## config.mk

```make
export PLATFORM = sky130hd
export DESIGN_NAME = task_dispatch_scheduler
export DESIGN_NICKNAME = d
export VERILOG_FILES = /design/src/rtl/task_dispatch_scheduler.sv
export SDC_FILE = /design/constraint.sdc
export NUM_CORES = 1
export LEC_CHECK = 0
export BUFFER_PORTS_ARGS = -buffer_cell sky130_fd_sc_hd__buf_2
export CAP_MARGIN = 15
export CORE_ASPECT_RATIO = 2
export CORE_MARGIN = 2
export CORE_UTILIZATION = 50
export CTS_CLUSTER_SIZE = 25
export DETAILED_ROUTE_END_ITERATION = 8
export MAX_ROUTING_LAYER = met4
export PLACE_DENSITY = 0.71
export SLEW_MARGIN = 25
export SYNTH_ARGS = -nofsm -noshare
export SYNTH_HDL_FRONTEND = slang
export SYNTH_SLANG_ARGS = --single-unit
export TNS_END_PERCENT = 20
```

## constraint.sdc

```tcl
create_clock -name aclk -period 6.63 [get_ports aclk]
set_input_delay 1.326 -clock aclk [delete_from_list [all_inputs] [get_ports aclk]]
set_output_delay 1.326 -clock aclk [all_outputs]
set_load 0.02 [all_outputs]
```

## src/rtl/task_dispatch_scheduler.sv

```systemverilog
`default_nettype none
// ============================================================================
// Module   : task_dispatch_scheduler
// Purpose  : Task dispatcher that consumes the ready-list outputs of the list
//            manager, generates the system tick, picks the next task
//            (preemption or round-robin), fetches its TCB address and id over
//            the list manager read port, and holds a context-switch request
//            until the CPU acknowledges it.
// Ports    : aclk / aresetn      clock, synchronous active-low reset
//            sched_en_in         enables the tick counter and new evaluations
//            yield_in            one-cycle software yield
//            highpriority_in     highest ready priority (larger = more urgent)
//            ptr_hpritask_in     head task of the highest priority
//            ptr_nexttask_in     next task at the same priority
//            addr_read_out       TCB read address to the list manager
//            tcb_read_in         TCB address, valid 1 cycle after the address
//            id_task_in          task id, same timing as tcb_read_in
//            tickval_out         free-running tick count (feeds delay list)
//            tick_out            one-cycle pulse per tick
//            ctxsw_req_out       context-switch request, held until ack
//            next_tcb_out        TCB address of the incoming task
//            next_id_out         id of the incoming task
//            ctxsw_ack_in        CPU acknowledge (only sampled in REQ)
//            cur_id_out          id of the running task
//            cur_valid_out       a task is running
// Revision : 1.0  initial release
// ============================================================================
module task_dispatch_scheduler #(
    parameter int unsigned TICK_DIV = 100000,
    parameter logic [7:0]  NULL_PTR = 8'hFF
) (
    input  logic        aclk,
    input  logic        aresetn,
    input  logic        sched_en_in,
    input  logic        yield_in,
    input  logic [5:0]  highpriority_in,
    input  logic [7:0]  ptr_hpritask_in,
    input  logic [7:0]  ptr_nexttask_in,
    output logic [7:0]  addr_read_out,
    input  logic [31:0] tcb_read_in,
    input  logic [7:0]  id_task_in,
    output logic [31:0] tickval_out,
    output logic        tick_out,
    output logic        ctxsw_req_out,
    output logic [31:0] next_tcb_out,
    output logic [7:0]  next_id_out,
    input  logic        ctxsw_ack_in,
    output logic [7:0]  cur_id_out,
    output logic        cur_valid_out
);

    localparam logic [31:0] c_TICK_LAST = TICK_DIV - 32'd1;

    typedef enum logic [2:0] {
        S_IDLE  = 3'd0,
        S_EVAL  = 3'd1,
        S_READ  = 3'd2,
        S_LATCH = 3'd3,
        S_REQ   = 3'd4
    } state_t;

    state_t      r_state;
    state_t      w_state_nxt;

    logic [31:0] r_tick_cnt;
    logic [31:0] r_tickval;
    logic        r_tick;

    logic        r_rr_pend;
    logic        r_chg_pend;
    logic [5:0]  r_prev_prio;
    logic [7:0]  r_prev_ptr;

    logic [7:0]  r_cand_ptr;
    logic [5:0]  r_cand_prio;
    logic [7:0]  r_cur_ptr;
    logic [5:0]  r_cur_prio;
    logic [7:0]  r_cur_id;
    logic        r_cur_valid;
    logic [7:0]  r_addr;
    logic [31:0] r_next_tcb;
    logic [7:0]  r_next_id;

    logic        w_rr_evt;
    logic        w_chg_evt;
    logic        w_consume;
    logic        w_take;
    logic [7:0]  w_cand_ptr;
    logic        w_commit;

    assign w_rr_evt  = r_tick | yield_in;
    assign w_chg_evt = ({highpriority_in, ptr_hpritask_in} != {r_prev_prio, r_prev_ptr});
    assign w_consume = (r_state == S_EVAL);
    assign w_commit  = (r_state == S_REQ) && ctxsw_ack_in;

    // ------------------------------------------------------------------------
    // FSM state register
    // ------------------------------------------------------------------------
    always_ff @(posedge aclk) begin
        if (!aresetn) begin
            r_state <= S_IDLE;
        end else begin
            r_state <= w_state_nxt;
        end
    end

    // ------------------------------------------------------------------------
    // FSM next state and candidate selection
    // ------------------------------------------------------------------------
    always_comb begin
        w_state_nxt   = r_state;
        w_take        = 1'b0;
        w_cand_ptr    = ptr_hpritask_in;
        ctxsw_req_out = 1'b0;
        case (r_state)
            S_IDLE: begin
                if (sched_en_in && (r_rr_pend || r_chg_pend)) begin
                    w_state_nxt = S_EVAL;
                end
            end
            S_EVAL: begin
                w_state_nxt = S_IDLE;
                if (ptr_hpritask_in != NULL_PTR) begin
                    if (!r_cur_valid || (highpriority_in > r_cur_prio)) begin
                        w_take     = 1'b1;
                        w_cand_ptr = ptr_hpritask_in;
                    end else if (r_rr_pend && (highpriority_in == r_cur_prio) &&
                                 (ptr_nexttask_in != NULL_PTR) &&
                                 (ptr_nexttask_in != r_cur_ptr)) begin
                        // Round-robin only rotates within the running priority
                        // and only onto a task other than the current one.
                        w_take     = 1'b1;
                        w_cand_ptr = ptr_nexttask_in;
                    end
                end
                if (w_take) begin
                    w_state_nxt = S_READ;
                end
            end
            S_READ: begin
                w_state_nxt = S_LATCH;
            end
            S_LATCH: begin
                w_state_nxt = S_REQ;
            end
            S_REQ: begin
                ctxsw_req_out = 1'b1;
                if (ctxsw_ack_in) begin
                    w_state_nxt = S_IDLE;
                end
            end
            default: begin
                w_state_nxt = S_IDLE;
            end
        endcase
    end

    // ------------------------------------------------------------------------
    // Tick generator
    // ------------------------------------------------------------------------
    always_ff @(posedge aclk) begin
        if (!aresetn) begin
            r_tick_cnt <= 32'd0;
            r_tickval  <= 32'd0;
            r_tick     <= 1'b0;
        end else begin
            r_tick <= 1'b0;
            if (sched_en_in) begin
                if (r_tick_cnt == c_TICK_LAST) begin
                    r_tick_cnt <= 32'd0;
                    r_tickval  <= r_tickval + 32'd1;
                    r_tick     <= 1'b1;
                end else begin
                    r_tick_cnt <= r_tick_cnt + 32'd1;
                end
            end
        end
    end

    // ------------------------------------------------------------------------
    // Event capture; an event in the consuming cycle survives the clear
    // ------------------------------------------------------------------------
    always_ff @(posedge aclk) begin
        if (!aresetn) begin
            r_rr_pend   <= 1'b0;
            r_chg_pend  <= 1'b0;
            r_prev_prio <= 6'd0;
            r_prev_ptr  <= 8'd0;
        end else begin
            r_rr_pend   <= (r_rr_pend  & ~w_consume) | w_rr_evt;
            r_chg_pend  <= (r_chg_pend & ~w_consume) | w_chg_evt;
            r_prev_prio <= highpriority_in;
            r_prev_ptr  <= ptr_hpritask_in;
        end
    end

    // ------------------------------------------------------------------------
    // Candidate, TCB fetch and current-task datapath
    // ------------------------------------------------------------------------
    always_ff @(posedge aclk) begin
        if (!aresetn) begin
            r_cand_ptr  <= 8'd0;
            r_cand_prio <= 6'd0;
            r_addr      <= 8'd0;
            r_next_tcb  <= 32'd0;
            r_next_id   <= 8'd0;
            r_cur_ptr   <= 8'd0;
            r_cur_prio  <= 6'd0;
            r_cur_id    <= 8'd0;
            r_cur_valid <= 1'b0;
        end else begin
            if (w_consume && w_take) begin
                r_cand_ptr  <= w_cand_ptr;
                r_cand_prio <= highpriority_in;
                // Address is presented during READ so the data arrives in LATCH.
                r_addr      <= w_cand_ptr;
            end
            if (r_state == S_LATCH) begin
                r_next_tcb <= tcb_read_in;
                r_next_id  <= id_task_in;
            end
            if (w_commit) begin
                r_cur_ptr   <= r_cand_ptr;
                r_cur_prio  <= r_cand_prio;
                r_cur_id    <= r_next_id;
                r_cur_valid <= 1'b1;
            end
        end
    end

    assign addr_read_out = r_addr;
    assign tickval_out   = r_tickval;
    assign tick_out      = r_tick;
    assign next_tcb_out  = r_next_tcb;
    assign next_id_out   = r_next_id;
    assign cur_id_out    = r_cur_id;
    assign cur_valid_out = r_cur_valid;

endmodule
`default_nettype wire
```

-- After elaboration in Yosys (flattened, before gate mapping)
Cells that the tools add are included.
- flip-flop bits (word level): 161
- input port bits: 67
- output and inout bits: 91
- word-level logic and storage cells: 66
- $add $sub $neg: 2
- magnitude comparators: 1
- eq/ne operators: 12
- multiplexer cells: 16
- bitwise gates (word level): 6
- reductions and logical operators: 13
- operators by type and width (kind ; number):
    $add A32 B1 Y32 const B ; 2
    $eq A32 B17 Y1 const B ; 1
    $mux W32 ; 1
    $mux W8 ; 4
    $ne A8 B8 Y1 const B ; 2
    $pmux W3 S5 ; 1
    $ne A14 B14 Y1 ; 1
    $ne A8 B8 Y1 ; 1
    $mux W1 ; 7
    $eq A3 B2 Y1 const B ; 2
    $eq A6 B6 Y1 ; 1
    $gt A6 B6 Y1 ; 1
    $logic_and A1 B1 Y1 ; 6
    $mux W3 ; 2
    $reduce_and A2 Y1 ; 3
    $ne A2 B2 Y1 const B ; 2
    $eq A3 B1 Y1 const B ; 1
    $eq A3 B3 Y1 const B ; 1
    $logic_not A3 Y1 ; 1
    $or A1 B1 Y1 ; 3
    $and A1 B1 Y1 ; 2
    $logic_or A1 B1 Y1 ; 2
    $mux W2 ; 1
    $logic_not A1 Y1 ; 1
    $not A1 Y1 ; 1

-- Depth between registers and ports, before layout
Gate-level depths: netlist (run 1).
- depth in word-level cells: 10
- mapped depth: 11

-- Worst setup path after synthesis (run 1)
OpenSTA, ideal clock, no wires.
- path kind: in2reg
- from: in highpriority_in[5]
- to: reg r_cand_prio[4]
- setup time: 0.128 ns
- data arrival time: 3.210 ns
- required time: 6.502 ns
- setup slack: 3.292 ns
- cell stages on the path: 10
- cell sequence: ha_1 and4_1 nand3_1 clkbuf_1 o221a_2 a211oi_1 or2_2 clkbuf_1 clkbuf_1 mux2i_1
- longest elaborated chain between the ends: 10
- RTL lines (element ; RTL line ; source):
    start, declared ; 36 ; input logic [5:0] highpriority_in,
    parallel branches: the longest is 5 deep, another holds $gt A6 B6 Y1 ; n/a ;
    $mux W1 (*) ; 124 ; if (!r_cur_valid || (highpriority_in > r_cur_prio)) begin
    $mux W1 (*) ; 123 ; if (ptr_hpritask_in != NULL_PTR) begin
    $mux W1 (*) (2 in a row) ; 115 ; case (r_state)
    $logic_and A1 B1 Y1 (*) ; 212 ; if (w_consume && w_take) begin
    end signal, assigned ; 214 ; r_cand_prio <= highpriority_in;
    end, declared ; 75 ; logic [5:0] r_cand_prio;
Every way passes the cells marked *. The select of a mux whose other input is x is not followed.
A chain may end at the register's enable or synchronous reset.

-- Worst setup path after layout (run 1)
- from: in highpriority_in[5]
- to: reg r_addr[4] (netlist: addr_read_out[4])
- longest elaborated chain between the ends: 10
- RTL lines (element ; RTL line ; source):
    parallel branches: the longest is 10 deep, another holds $gt A6 B6 Y1 ; n/a ;
    end signal, assigned ; 216 ; r_addr <= w_cand_ptr;
    end, declared ; 80 ; logic [7:0] r_addr;
Several ways; the timed one is not identified. The select of a mux whose other input is x is not followed.

==> results of run 1 <==
==> cells in the final DEF, fill, tap and decap left out, types with 6 or more instances in the layout <==
cell / n
a31oi_1: 9
nor4_1: 12
and2_1: 11
nor3_1: 13
xnor2_1: 20
nand2_1: 165
a311o_1: 8
nand3_1: 25
mux2i_1: 9
inv_1: 19
dfxtp_1: 161
nand4_1: 21
and3_1: 19
buf_2: 157
o21ai_0: 17
clkbuf_16: 17
or3_1: 10
a21oi_1: 75
ha_1: 8
xor2_1: 54
o211ai_1: 8
nor2_1: 63
buf_4: 6
==> final cells by class <==
cell class,instances,area (sq um),share of cell area (%)
multi-input combinational,584,3314,40.41
sequential,161,3223,39.29
timing repair buffer,163,830.8,10.13
clock buffer,19,442.9,5.400
tap,155,193.9,2.364
clock inverter,13,121.4,1.480
inverter,20,76.32,0.9304
==> cell families (layout without fill, tap and decap cells) <==
logic type / count (synthesis) / in the layout
XOR/XNOR: 74 / 74
flip-flops: 161 / 161
AND/OR/NAND/NOR: 367 / 367
buffers and inverters: 64 / 215
adder cells (fa/ha/maj): 8 / 8
AO/OA/AOI/OAI: 126 / 126
multiplexers: 9 / 9
==> flip-flops by register name, indices dropped and copies added, names as in the netlist <==
signal	count
addr_read_out	8
cur_id_out	8
cur_valid_out	1
next_id_out	8
next_tcb_out	32
r_cand_prio	6
r_chg_pend	1
r_cur_prio	6
r_cur_ptr	8
r_prev_prio	6
r_prev_ptr	8
r_rr_pend	1
r_state	3
r_tick_cnt	32
tick_out	1
tickval_out	32
==> final timing paths <==
| check | from | end | slack, ns | depth (start not counted) |
|---|---|---|---|---|
| max | highpriority_in[5] | addr_read_out[4] | 3.26 | 8 |
| min | next_tcb_out[25] | next_tcb_out[25] | 0.45 | 2 |
| max reg2reg | r_cur_prio[5] | addr_read_out[4] | 3.91 | 8 |
| min reg2reg | next_tcb_out[25] | next_tcb_out[25] | 0.45 | 2 |
==> routing by layer <==
| layer | GRT usage, % | vias up | share of wire [%] |
|---|---|---|---|
| met2 | 44.76 | 161 | 56 |
| met1 | 26.37 | 2832 | 37 |
| met5 | - | - | 0 |
| met4 | 11.21 | 0 | 3.1 |
| li1 | - | 3035 | - |
| met3 | 3.803 | 40 | 3.7 |
==> worst reg2reg max path, stage by stage (launching register included) <==
cell and delay (ns):
dfxtp_1 0.33, inv_1 0.05, ha_1 0.30, and4_1 0.20
nand3_1 0.31, nor3_1 0.77, a31oi_1 0.23, a311o_1 0.35
o21ai_0 0.12
==> report_power, final <==
group	total, mW	internal, mW	switching [mW]
clock network	0.932	0.505	0.427
logic	0.118	0.0444	0.0734
registers	0.996	0.984	0.0119
==> flow_metrics.tcl, run 1 <==
set metrics [dict create \
    grt_pass1_vias 5625 \
    vdd_drop_max_mv 0.1795 \
    grt_overflow 0 \
    ys_seq_elements 161 \
    initial_core_util_pct 50.70 \
    synthFlopType "dfxtp_1" \
    h-tree-depth 4 \
    p_total_mw 2.046 \
    finalCritPeriodShare_pct 50.90 \
    powerDensity_mw_per_mm2 249.4 \
    slew_violations 0 \
    numPortBuffers 157 \
    hold-worst-slack_ns 0.4509 \
    slew_headroom_pct 32.31 \
    cts.repair.resized 0 \
    place_ws_ns 2.944 \
    worstMarginPinSlew_ns 1.006 \
    p_leak_nw 3.458 \
    die_area_sq_mm 0.01455 \
    n_antenna_cell 0 \
    finalSetupViolations 0 \
    utilization_pct 61.39 \
    min_path_type "reg -> reg" \
    root_buffer "clkbuf_16" \
    rsz0062_at_grt "no" \
    syn-num-nets 884 \
    ys_top_cells_by_count "nand2_1, dfxtp_1, a21oi_1" \
    area_delta_synth_final_pct 21.07 \
    status "complete, no violations" \
    yosys.area.top_type "dfxtp_1" \
    critPathMaxStageDelay_ns 0.77 \
    synthAdderAreaFrac_pct 1.477 \
    yosysMostFrequentCell "nand2_1" \
    arrival_ns 3.72 \
    clock_skew_ns 0.01319 \
    wl_per_cell_microns 15.79 \
    critPathSlowestCell "nor3_1" \
    drtIter0Drc 265 \
    critPathBufInv 1 \
    crit_path_end_kind "flop" \
    synthMuxAreaShare_pct 1.330 \
    grtUsageTotal_pct 24.93 \
    netlist_area_sq_mm 0.006775 \
    drc 0 \
    drive_gt1_share_pct 21.56 \
    fp.dieH_microns 168.6 \
    clock_path_buffers 2 \
    die_w_microns 86.31 \
    setup_tns_ns 0 \
    drt-pass1-iter-count 6 \
    synth_edf_count 0 \
    route.vias.total 6068 \
    viasPerCell 5.442 \
    grt_max_degree 95 \
    cts_num_sinks 161 \
    hold_buffers 0 \
    ys_warn_count 0 \
    synth_async_sr_flop_share_pct 0 \
    grt_pass1_wl_mm 27.88 \
    required_ns 6.98 \
    insertion_delay_ns 0.42 \
    hold_violations 0 \
    antenna_found_initial 0 \
    num_rows 60 \
    ios 158 \
    crit_type "in -> reg" \
    fin_crit_ns 3.375 \
    startpoint_type "input pin" \
    core_area_sq_mm 0.01336 \
    cts_tree "yes" \
    yosys.area.top_type_share_pct 47.57 \
    synth_top_family_by_area "simple AND/OR/NAND/NOR gates" \
    design_area_sq_mm 0.008203 \
    layout.cells.non_filler 1115 \
    synth_cells 809 \
    numCtsBuffers 17 \
    placed_cells 1083 \
    crit_family "simple AND/OR/NAND/NOR gates" \
    fmax_ghz 0.2963 \
    drv_cap 0 \
    drt_wl_total_mm 17.61 \
    cts_setup_buffers 0 \
    ys_types 45 \
    path_clk_slew_ns 0.07 \
    post-dp-hpwl_mm 12.61 \
    path_cells "buf_2 > ha_1 > and4_1 > nand3_1 > nor3_1 > a31oi_1 > a311o_1 > o21ai_0" \
    nNetsFinal 1022 \
    routabilityCongestion 0.8655 \
    ys_top_cells_by_area "dfxtp_1, nand2_1, xor2_1" \
    crit_path_max_fanout 11 \
    synth-compound-area-share_pct 10.80 \
    drtAntennaViolNets 0 \
    avgSynthCellArea_sq_um 8.375 \
    fillers 1237 \
    synth_xor_xnor_area_share_pct 9.566 \
    ys_seq_area_share_pct 47.57 \
    place_area_sq_mm 0.007636 \
    synthSimpleGateAreaFrac_pct 25.63 \
    worst_slack_ns 3.255 \
]
(Power assumes the default switching activity.)
==> run 2: changes to the inputs <==
clock period = 3.2 ns   (was 6.63 ns; I/O delays follow)
==> run 2 against run 1 <==
Utilization grew 0.83 points. Non-clock buffer count grew 11. Sequential power grew 110%. Worst hold slack lost 0.0028 ns. Largest cell class unchanged. Routed wire length grew 2.2%. Cell count grew 0.99%. Register-to-register slack lost 3.2 ns. Critical path type is now reg -> reg. Setup slack lost 2.6 ns. Combinational power grew 110%. Clock power grew 120%. Global-route usage grew 0.55 points.
==> flow_metrics.tcl, run 2 (synthesis gave the netlist of run 1 again) <==
set metrics [dict create \
    fp.dieH_microns 168.6 \
    min_path_type "in -> reg" \
    h-tree-depth 4 \
    p_leak_nw 3.522 \
    design_area_sq_mm 0.008314 \
    wl_per_cell_microns 15.98 \
    insertion_delay_ns 0.43 \
    num_rows 60 \
    drc 0 \
    routabilityCongestion 0.8767 \
    cts_tree "yes" \
    ios 158 \
    place_area_sq_mm 0.007731 \
    crit_path_max_fanout 6 \
    worstMarginPinSlew_ns 0.8775 \
    clock_path_buffers 2 \
    vdd_drop_max_mv 0.4087 \
    layout_common_cells "nand2_1, dfxtp_1, buf_2" \
    layout.cells.non_filler 1126 \
    arrival_ns 2.86 \
    slew_violations 0 \
    die_area_sq_mm 0.01455 \
    fmax_ghz 0.3953 \
    die_w_microns 86.31 \
    reg2regPathDepth 6 \
    drtIter0Drc 254 \
    worst_slack_ns 0.6703 \
    fin_crit_ns 2.530 \
    slew_headroom_pct 41.36 \
    required_ns 3.53 \
    clock_skew_ns 0.01483 \
    grt_pass1_vias 5727 \
    antenna_found_initial 1 \
    status "complete, no violations" \
    setup_tns_ns 0 \
    finalCritPeriodShare_pct 79.05 \
    finalSetupViolations 0 \
    drtAntennaViolNets 0 \
    cts.repair.resized 0 \
    crit_type "reg -> reg" \
    hold_buffers 0 \
    startpoint_type "flop" \
    crit_path_end_kind "flop" \
    drv_cap 0 \
    powerDensity_mw_per_mm2 521.8 \
    layout_commonest_cell "nand2_1" \
    drive_gt1_share_pct 22.27 \
    placed_cells 1094 \
    min_path_cells 3 \
    initial_core_util_pct 50.70 \
    rsz0062_at_grt "no" \
    cts_num_sinks 161 \
    grtUsageTotal_pct 25.47 \
    viasPerCell 5.410 \
    cts_setup_buffers 0 \
    area_delta_synth_final_pct 22.71 \
    grt_overflow 0 \
    numPortBuffers 157 \
    numCtsBuffers 17 \
    nNetsFinal 1033 \
    drt-pass1-iter-count 5 \
    grt_pass1_wl_mm 28.61 \
    place_ws_ns 0.6175 \
    route.vias.total 6092 \
    grt_max_degree 60 \
    root_buffer "clkbuf_16" \
    core_area_sq_mm 0.01336 \
    drt_wl_total_mm 17.99 \
    post-dp-hpwl_mm 12.85 \
    path_clk_slew_ns 0.07 \
    hold_violations 0 \
]
[run 2: routing by layer]
| metal | vias up | global-route usage [%] | routed length (microns) |
|---|---|---|---|
| li1 | 3045 | - | - |
| met1 | 2864 | 27.45 | 6790 |
| met2 | 151 | 45.74 | 10100 |
| met3 | 32 | 4.681 | 648 |
| met4 | 0 | 9.239 | 454 |
| met5 | - | - | 0 |
[run 2: power breakdown]
| group | switching [mW] | internal, mW |
|---|---|---|
| Combinational | 0.151 | 0.0965 |
| Clock | 0.865 | 1.16 |
| Sequential | 0.0251 | 2.04 |
| Total | 1.04 | 3.30 |
[run 2: path summary, 6_finish.rpt]
check / startpoint / slack [ns] / end
min reg2reg: r_cand_prio[4] / 0.45 / r_cur_prio[4]
max reg2reg: tickval_out[3] / 0.67 / tickval_out[25]
min: id_task_in[2] / 0.45 / next_id_out[2]
max: tickval_out[3] / 0.67 / tickval_out[25]
[run 2: cell type report]
cell class	instances	area (sq um)
timing repair buffer	174	925.9
sequential	161	3223
clock inverter	13	151.4
inverter	20	76.32
clock buffer	18	429.2
tap	155	193.9
multi-input combinational	584	3312
antenna	1	2.502
fill	1230	5049
[run 2: metrics by stage]
step                      hold slack [ns]  utilization (%)  power (mW)
after detailed placement           0.4430            57.86       2.356
after floorplan                    0.4284                -       2.244
after global placement             0.4383            57.86       2.354
after global routing               0.4401            62.22       4.481
final                              0.4481            62.22       4.339
after CTS                          0.4383            62.20       4.369
[run 2: critical path: stages (launching register included)]
cell     delay [ns]
dfxtp_1        0.44
and4_1         0.28
nand4_1        0.24
nor4_1         0.62
nand3_1        0.32
or3_1          0.38
a21oi_1        0.15
==> run 3: changes to the inputs <==
clock period = 2.4 ns   (was 3.2 ns; I/O delays follow)
==> run 3 against run 2 <==
Sequential power up 33%. Setup slack worse by 0.57 ns. Critical path type unchanged. Highest routed layer unchanged. Utilization up 1.2 points. Maximum frequency rose by 10%. Cell area up 1.9%.
==> flow_metrics.tcl, run 3 (synthesis gave the netlist of run 1 again) <==
set metrics [dict create \
    clock_skew_ns 0.01483 \
    reg2reg_from "r_tick_cnt[26]" \
    drive_gt1_share_pct 23.19 \
    status "complete, no violations" \
    hold_violations 0 \
    seqCellArea_sq_mm 0.003223 \
    finalCritPeriodShare_pct 95.71 \
    slew_headroom_pct 67.74 \
    worstMarginPinSlew_ns 0.4836 \
    die_w_microns 86.31 \
    min_path_cells 3 \
    h-tree-depth 4 \
    antenna_found_initial 1 \
    numPortBuffers 157 \
    grt_max_degree 60 \
    powerDensity_mw_per_mm2 693.7 \
    root_buffer "clkbuf_16" \
    insertion_delay_ns 0.42 \
    fmax_ghz 0.4353 \
    die_area_sq_mm 0.01455 \
    drc 0 \
    drtIter0Drc 221 \
    cts_num_sinks 161 \
    setup_tns_ns 0 \
    critical_path.endpoint "tickval_out[11]" \
    fin_crit_ns 2.297 \
    multi_input_area_sq_mm 0.003312 \
    worstSetupStartpoint "r_tick_cnt[26]" \
    cts.repair.resized 0 \
    route.vias.total 6094 \
    utilization_pct 63.37 \
    area_delta_synth_final_pct 24.99 \
    numCtsBuffers 17 \
    layout_common_cells "nand2_1, dfxtp_1, buf_2" \
    ios 158 \
    fillers 1260 \
    crit_path_max_fanout 4 \
    p_total_mw 5.875 \
    regToRegSetupSlack_ns 0.10 \
    required_ns 2.69 \
    clock_path_buffers 2 \
    fp.dieH_microns 168.6 \
    crit_path_end_kind "flop" \
    drt_wl_total_mm 17.54 \
    vdd_drop_max_mv 0.5219 \
    grtUsageTotal_pct 24.70 \
    reg2regPathDepth 6 \
    grt_overflow 0 \
    hold-worst-slack_ns 0.2766 \
    rsz0062_at_grt "no" \
    path_clk_slew_ns 0.07 \
    finalSetupViolations 0 \
    r2r-end "tickval_out[11]" \
    cts_setup_buffers 0 \
    initial_core_util_pct 50.70 \
    cts_tree "yes" \
    core_area_sq_mm 0.01336 \
    startpoint_type "flop" \
    num_rows 60 \
    viasPerCell 5.350 \
    p_leak_nw 3.602 \
    post-dp-hpwl_mm 12.91 \
    slew_violations 0 \
    crit_type "reg -> reg" \
    min_path_type "in -> reg" \
    drv_cap 0 \
    nNetsFinal 1045 \
    layout_commonest_cell "nand2_1" \
    routabilityCongestion 0.8331 \
    drtAntennaViolNets 0 \
    grt_pass1_vias 5695 \
    arrival_ns 2.59 \
    drt-pass1-iter-count 4 \
    wl_per_cell_microns 15.40 \
    hold_buffers 0 \
    grt_pass1_wl_mm 27.66 \
]
==> run 3: how the worst min path moves through the flow <==
stage / from / to / slack (ns)
3_3_place_gp: r_cand_prio[4] / r_cur_prio[4] / 0.44
4_1_cts: yield_in / r_rr_pend / 0.26
6_report: yield_in / r_rr_pend / 0.28
5_1_grt: yield_in / r_rr_pend / 0.27
2_1_floorplan: r_cand_prio[0] / r_cur_prio[0] / 0.43
3_5_place_dp: next_tcb_out[28] / next_tcb_out[28] / 0.44
==> run 3: metal layers <==
layer	wire [microns]	part of all wire, %	vias up	GRT usage (%)
met5	0	0	-	-
met4	626	3.6	0	12.50
met3	552	3.1	43	4.534
met2	9764	56	144	43.75
met1	6597	38	2844	25.56
li1	-	-	3063	-
==> run 3: through the flow <==
stage,cell area [sq um],setup slack (ns),instances
finish,8468,0.1028,1139
global placement,7859,0.1203,1106
CTS,8466,0.1044,1138
floorplan,6778,0.01895,809
global route,8468,0.02096,1139
detailed placement,7859,0.03659,1106
==> run 3: cell type report <==
cell class                 instances  share of cell area (%)
timing repair buffer             186                   12.44
clock inverter                    13                   2.054
multi-input combinational        584                   39.11
clock buffer                      19                   5.112
inverter                          20                  0.9013
tap                              155                   2.290
sequential                       161                   38.06
antenna                            1                 0.02955
==> run 3: where the power goes <==
group	switching, mW	internal, mW
clock	1.12	1.66
sequential	0.0318	2.72
combinational	0.202	0.138
==> run 3: critical path: stages (launching register included) <==
cell     delay [ns]
dfxtp_1        0.34
or4_4          0.52
or3_4          0.42
or3_2          0.46
nor3_1         0.24
xnor2_1        0.14
nor2_1         0.05
